File: src/rtl/seq_multdiv_if.sv
// Operand/control/result bundle for seq_multdiv; the master drives start pulses and
// operands, and the slave returns the result.
interface seq_multdiv_if;
   logic [31:0] data_operandA;
   logic [31:0] data_operandB;
   logic        ctrl_MULT;
   logic        ctrl_DIV;
   logic [31:0] data_result;
   logic        data_exception;
   logic        data_resultRDY;

   modport master (
      output data_operandA, data_operandB, ctrl_MULT, ctrl_DIV,
      input  data_result, data_exception, data_resultRDY
   );
   modport slave (
      input  data_operandA, data_operandB, ctrl_MULT, ctrl_DIV,
      output data_result, data_exception, data_resultRDY
   );
endinterface

File: src/rtl/seq_multdiv.sv
// Sequential signed 32-bit Booth multiplier / non-restoring divider on one shared 33-bit adder.
// Divide datapath is present only when SEQ_MULTDIV_DIV_EN is defined.
module seq_multdiv (
   input  logic clock,
   input  logic reset,
   seq_multdiv_if.slave bus
);
   localparam logic [1:0] IDLE = 2'd0, MUL = 2'd1, DIV = 2'd2, DONE = 2'd3;

   logic [1:0]  state;
   logic [5:0]  cnt;
   logic [32:0] acc;        // Booth partial product P (sign-extended) or divide remainder
   logic [31:0] lo;         // multiplier / quotient shift register
   logic [31:0] opd;        // multiplicand or divisor magnitude
   logic        qm1;
   logic [31:0] res_q;
   logic        exc_q;
   logic [32:0] add_x, add_y, sum;
   logic        add_sub;
   logic        mul_exc;
   logic [32:0] hi_bits;

`ifdef SEQ_MULTDIV_DIV_EN
   logic        neg, dz;
   logic [31:0] a_mag, b_mag;
   assign a_mag = bus.data_operandA[31] ? (~bus.data_operandA + 32'd1) : bus.data_operandA;
   assign b_mag = bus.data_operandB[31] ? (~bus.data_operandB + 32'd1) : bus.data_operandB;
`endif

   always_comb begin
      add_x   = acc;
      add_y   = {opd[31], opd};
      add_sub = 1'b0;
      if (state == MUL) begin
         case ({lo[0], qm1})
            2'b01:   add_sub = 1'b0;
            2'b10:   add_sub = 1'b1;
            default: add_y   = '0;
         endcase
      end
`ifdef SEQ_MULTDIV_DIV_EN
      else if (state == DIV) begin
         // shift remainder left pulling in next dividend bit; sign picks add vs subtract
         add_x   = {acc[31:0], lo[31]};
         add_y   = {1'b0, opd};
         add_sub = ~acc[32];
      end
`endif
   end

   assign sum = add_x + (add_y ^ {33{add_sub}}) + {32'd0, add_sub};

   // product fits signed 32 only if the upper 33 bits are all copies of one sign
   assign hi_bits = {acc[31:0], lo[31]};
   assign mul_exc = ~((&hi_bits) | ~(|hi_bits));

   always_ff @(posedge clock) begin
      if (!reset) begin
         state <= IDLE;
         cnt   <= '0;
         res_q <= '0;
         exc_q <= 1'b0;
      end else begin
         case (state)
            IDLE, DONE: begin
               state <= IDLE;
               if (bus.ctrl_MULT) begin
                  state <= MUL;
                  cnt   <= '0;
                  acc   <= '0;
                  lo    <= bus.data_operandB;
                  opd   <= bus.data_operandA;
                  qm1   <= 1'b0;
               end else if (bus.ctrl_DIV) begin
                  state <= DIV;
                  cnt   <= '0;
`ifdef SEQ_MULTDIV_DIV_EN
                  acc   <= '0;
                  lo    <= a_mag;
                  opd   <= b_mag;
                  neg   <= bus.data_operandA[31] ^ bus.data_operandB[31];
                  dz    <= (bus.data_operandB == 32'd0);
`endif
               end
            end
            MUL: begin
               if (cnt == 6'd32) begin
                  state <= DONE;
                  res_q <= lo;
                  exc_q <= mul_exc;
               end else begin
                  cnt <= cnt + 6'd1;
                  acc <= {sum[32], sum[32:1]};
                  lo  <= {sum[0], lo[31:1]};
                  qm1 <= lo[0];
               end
            end
            DIV: begin
`ifdef SEQ_MULTDIV_DIV_EN
               if (cnt == 6'd32) begin
                  state <= DONE;
                  if (dz) begin
                     res_q <= '0;
                     exc_q <= 1'b1;
                  end else begin
                     res_q <= neg ? (~lo + 32'd1) : lo;
                     exc_q <= ~neg & lo[31];
                  end
               end else begin
                  cnt <= cnt + 6'd1;
                  acc <= sum;
                  lo  <= {lo[30:0], ~sum[32]};
               end
`else
               state <= DONE;
               res_q <= '0;
               exc_q <= 1'b1;
`endif
            end
            default: state <= IDLE;
         endcase
      end
   end

   assign bus.data_result    = res_q;
   assign bus.data_exception = exc_q;
   assign bus.data_resultRDY = (state == DONE);
endmodule

File: src/flat_wrapper.sv
// flat-port wrapper written by rule: the top's interface ports become plain ports
module seq_multdiv_flat 
  (clock, reset, bus_data_operandA, bus_data_operandB, bus_ctrl_MULT, bus_ctrl_DIV, bus_data_result, bus_data_exception, bus_data_resultRDY);
  seq_multdiv_if bus_i ();
  input  logic clock;
  input  logic reset;
  input wire logic [$bits(bus_i.data_operandA)-1:0] bus_data_operandA;
  input wire logic [$bits(bus_i.data_operandB)-1:0] bus_data_operandB;
  input wire logic [$bits(bus_i.ctrl_MULT)-1:0] bus_ctrl_MULT;
  input wire logic [$bits(bus_i.ctrl_DIV)-1:0] bus_ctrl_DIV;
  output wire logic [$bits(bus_i.data_result)-1:0] bus_data_result;
  output wire logic [$bits(bus_i.data_exception)-1:0] bus_data_exception;
  output wire logic [$bits(bus_i.data_resultRDY)-1:0] bus_data_resultRDY;
  assign bus_i.data_operandA = bus_data_operandA;
  assign bus_i.data_operandB = bus_data_operandB;
  assign bus_i.ctrl_MULT = bus_ctrl_MULT;
  assign bus_i.ctrl_DIV = bus_ctrl_DIV;
  assign bus_data_result = bus_i.data_result;
  assign bus_data_exception = bus_i.data_exception;
  assign bus_data_resultRDY = bus_i.data_resultRDY;
  seq_multdiv u_core (.clock(clock), .reset(reset), .bus(bus_i));
endmodule
File: config.mk
export PLATFORM = sky130hd
export DESIGN_NAME = seq_multdiv_flat
export DESIGN_NICKNAME = d
export VERILOG_FILES = /design/src/rtl/seq_multdiv_if.sv /design/src/rtl/seq_multdiv.sv /design/src/flat_wrapper.sv
export SDC_FILE = /design/constraint.sdc
export NUM_CORES = 1
export LEC_CHECK = 0
export ABC_AREA = 1
export CAP_MARGIN = 10
export CELL_PAD_IN_SITES_DETAIL_PLACEMENT = 0
export CELL_PAD_IN_SITES_GLOBAL_PLACEMENT = 2
export CORE_MARGIN = 1.5
export CORE_UTILIZATION = 36
export DETAILED_ROUTE_END_ITERATION = 8
export PLACE_DENSITY = 0.86
export SLEW_MARGIN = 10
export SYNTH_ARGS = -nofsm -noshare
export SYNTH_HDL_FRONTEND = slang
export SYNTH_SLANG_ARGS = --single-unit
File: constraint.sdc
create_clock -name clock -period 5.5 [get_ports clock]
set_input_delay 1.1 -clock clock [delete_from_list [all_inputs] [get_ports clock]]
set_output_delay 1.1 -clock clock [all_outputs]
set_load 0.01 [all_outputs]
==> results.txt <==
Buffers on Ports: 101
Cell variety after synth: 33
Async SR Flop Fraction: 0%
drt total wl: 21600 um
fin area: 9450 sq um
Tcrit/Tclk final: 67.0%
GRT busiest layer: met2
die area: 22000 sq um
worst r2r dst: u_core.acc[21]
initial antenna violation count: 0
RePlAce Congestion: 0.838
RSZ-0062 raised after global routing: false
number of post-CTS setup repair buffers: 0
post-synth top area share: 38.3%
met3 usage: 3.47%
Starting Density: 37.1%
Antenna Cells: 0
flop2flop setup slack: 1820 ps
Clk Latency, worst-skew pair: 430 ps
WHS: 463 ps
first-pass detailed-route iteration total: 5
CTS Buffer Depth: 2
All-Layer GR Usage: 20.0%
Finished Core Util: 46.1%
# hold bufs at CTS: 0
ys flop type: edfxtp_1
skew final: 9.30 ps
ratio of cells with drive above 1 in the final layout: 5.32%
yosys warns: 0
number of global-route vias before repair: 6239
GRT overflow: 0
Placed Cells: 1272
Worst Max-Slew Pin Slew: 1080 ps
largest fanout on the critical path: 32
Req. time, crit path: 5680 ps
Synth Instances: 923
Placed Area: 8870 sq um
Power Density: 504 nW/um^2
Core Region: 20500 sq um
CP max stage delay: 560 ps
Clock Root Buffer: clkbuf_16
VDD IR-drop max: 192 uV
max-cap violations: 0
crit end category: register
I/O pin cnt: 102
Non-Filler Instances: 1304
final-report setup violation count: 0
Buf/Inv on CP: 3
average wire per standard cell: 16.5 um
Residual DRC: 0
CTS Buf Count: 17
Rows: 52
Fin. Hold Viols: 0
die height: 148 um
CP max stage cell: nand2_2
maximum clock rate: 271 MHz
first-pass GRT wire length: 33800 um
post-route setup TNS: 0 ps
vias: 6408
Final min period: 3680 ps
CP dominant cell by count: nand2_1
CTS Sinks: 138
met2 Use GR: 31.9%
leakage power: 3.69 nW
Mapped Nets: 1030
Vias/cell: 4.91
antenna viol nets, final: 0
Min-Delay Path Class: reg2reg
GRT met1 Usage: 27.5%
CTS resizes: 0
sequential cell area fraction in the yosys report: 49.1%
synthesized area: 7600 sq um
signal arrival time at the worst endpoint: 3870 ps
kind of start point of the critical path: register
Clock transition at path regs: 70 ps
largest net degree at the start of global routing: 71
cell taking the most area after synthesis: edfxtp_1
EDFF count, synth: 97
status: complete, no violations
CP top delay family: simple AND/OR/NAND/NOR gates
detailed placement HPWL: 15700 um
die width: 148 um
synth top area cells: edfxtp_1 (38%), nand2_1 (15%), dfxtp_1 (11%)
worst-path cell chain: inv_1 > ha_2 > nand2_2 > nand2_1 > and2_4 > inv_1 > fa_1 > inv_1 > nand2_1 > nand3_1 > o21ai_2 > o21ai_1 > nand2_1 > nand2_1 > nand2_1 > nand2_1 > nand2_1 > nand2_1 > nor2_1
final net count: 1128
DRT iter0 DRCs: 446
H-Tree Level Count: 4
r2r worst-path depth: 19
#FFs+latches synth: 138
Hold Path Cell Cnt: 2
final slew viol count: 0
kind of critical path: reg2reg
CTS tree: built
Area growth, synth to finish: 24.4%
hold worst-path end: u_core.bus.data_result[14]
reg-to-reg startpoint: u_core.state[1]
Syn Area/Cell: 8.23 sq um
hold_sp: u_core.bus.data_result[14]
Max-slew headroom: 28.1%
layer usage:
layer  vias up  part of all wire [%]
met5         -                     0
met4         0                   2.0
met3        24                   4.0
met2       162                    46
met1      2907                    49
li1       3315                     -
power by group:
| part | leakage (nW) | switching, W | total, W | internal, W |
|---|---|---|---|---|
| combinational | 2.16 | 0.00143 | 0.00209 | 0.000656 |
| sequential | 1.25 | 0.000133 | 0.00153 | 0.00139 |
| clock | 0.287 | 0.000510 | 0.00115 | 0.000641 |
| total | 3.69 | 0.00207 | 0.00476 | 0.00269 |
state kept, by name (all words and copies together), names as in the netlist:
register,flops
u_core.acc,32
u_core.bus.data_result,32
u_core.lo,32
u_core.opd,32
u_core.cnt,6
u_core.state,2
u_core.bus.data_exception,1
u_core.qm1,1
cells by family (layout without fill, tap and decap cells):
group                    Yosys count  in the layout  share of synthesized area [%]
AND/OR/NAND/NOR                  465            465                           24.9
flip-flops                       138            138                           49.1
AO/OA/AOI/OAI                    165            165                           11.4
buffers and inverters             85            196                           4.46
adder cells (fa/ha/maj)           39             39                           6.52
XOR/XNOR                          31             31                           3.57
placed cells by master, fill, tap and decap left out, types with 10 or more instances in the layout:
cell	count
clkdlybuf4s50_1	101
nor3_1	10
nor4_1	10
xor2_1	30
edfxtp_1	97
nand2_1	306
clkbuf_16	17
inv_1	53
nand3_1	28
o21ai_0	39
dfxtp_1	41
nand4_1	13
nor2_1	86
a21oi_1	103
ha_1	37
synth_stat cells, types with 2 or more instances:
master	instances
nand2_1	306
a21oi_1	103
edfxtp_1	97
nor2_1	86
inv_1	54
dfxtp_1	41
o21ai_0	39
ha_1	38
xor2_1	30
nand3_1	28
clkbuf_1	15
nand4_1	13
nor3_1	11
buf_2	10
nor4_1	10
nand2_2	8
o21ai_1	6
o211ai_1	5
inv_2	4
a21o_1	3
o21a_1	3
a211oi_1	2
worst max path at each step:
stage                               start              to  slack (ps)  cells past startpoint
final                     u_core.state[1]  u_core.acc[21]        1820                     19
after global routing      u_core.state[1]  u_core.acc[29]        1490                     17
after global placement    u_core.state[1]  u_core.acc[21]        1910                     19
after detailed placement  u_core.state[1]  u_core.acc[29]        1810                     17
after CTS                 u_core.state[1]  u_core.acc[21]        1790                     19
after floorplan             bus_ctrl_MULT   u_core.opd[0]        1660                      2
worst min-delay path, stage by stage, from the launching register on:
cell,delay (ps)
dfxtp_1,310
nand2_1,60
a21oi_1,50
through the flow:
step | power, W | setup WS [ps]
CTS | 0.00479 | 1790
finish | 0.00476 | 1820
global placement | 0.00364 | 1910
floorplan | 0.00300 | 1660
global route | 0.00514 | 1490
detailed placement | 0.00362 | 1810
cell type report:
type / count / area [sq um]
fill: 2073 / 11000
clock buffer: 17 / 425
timing repair buffer: 105 / 1040
inverter: 59 / 221
clock inverter: 15 / 158
sequential: 138 / 3730
multi-input combinational: 700 / 3530
tap: 270 / 338
Note: power is estimated with default switching activity, not from simulation.
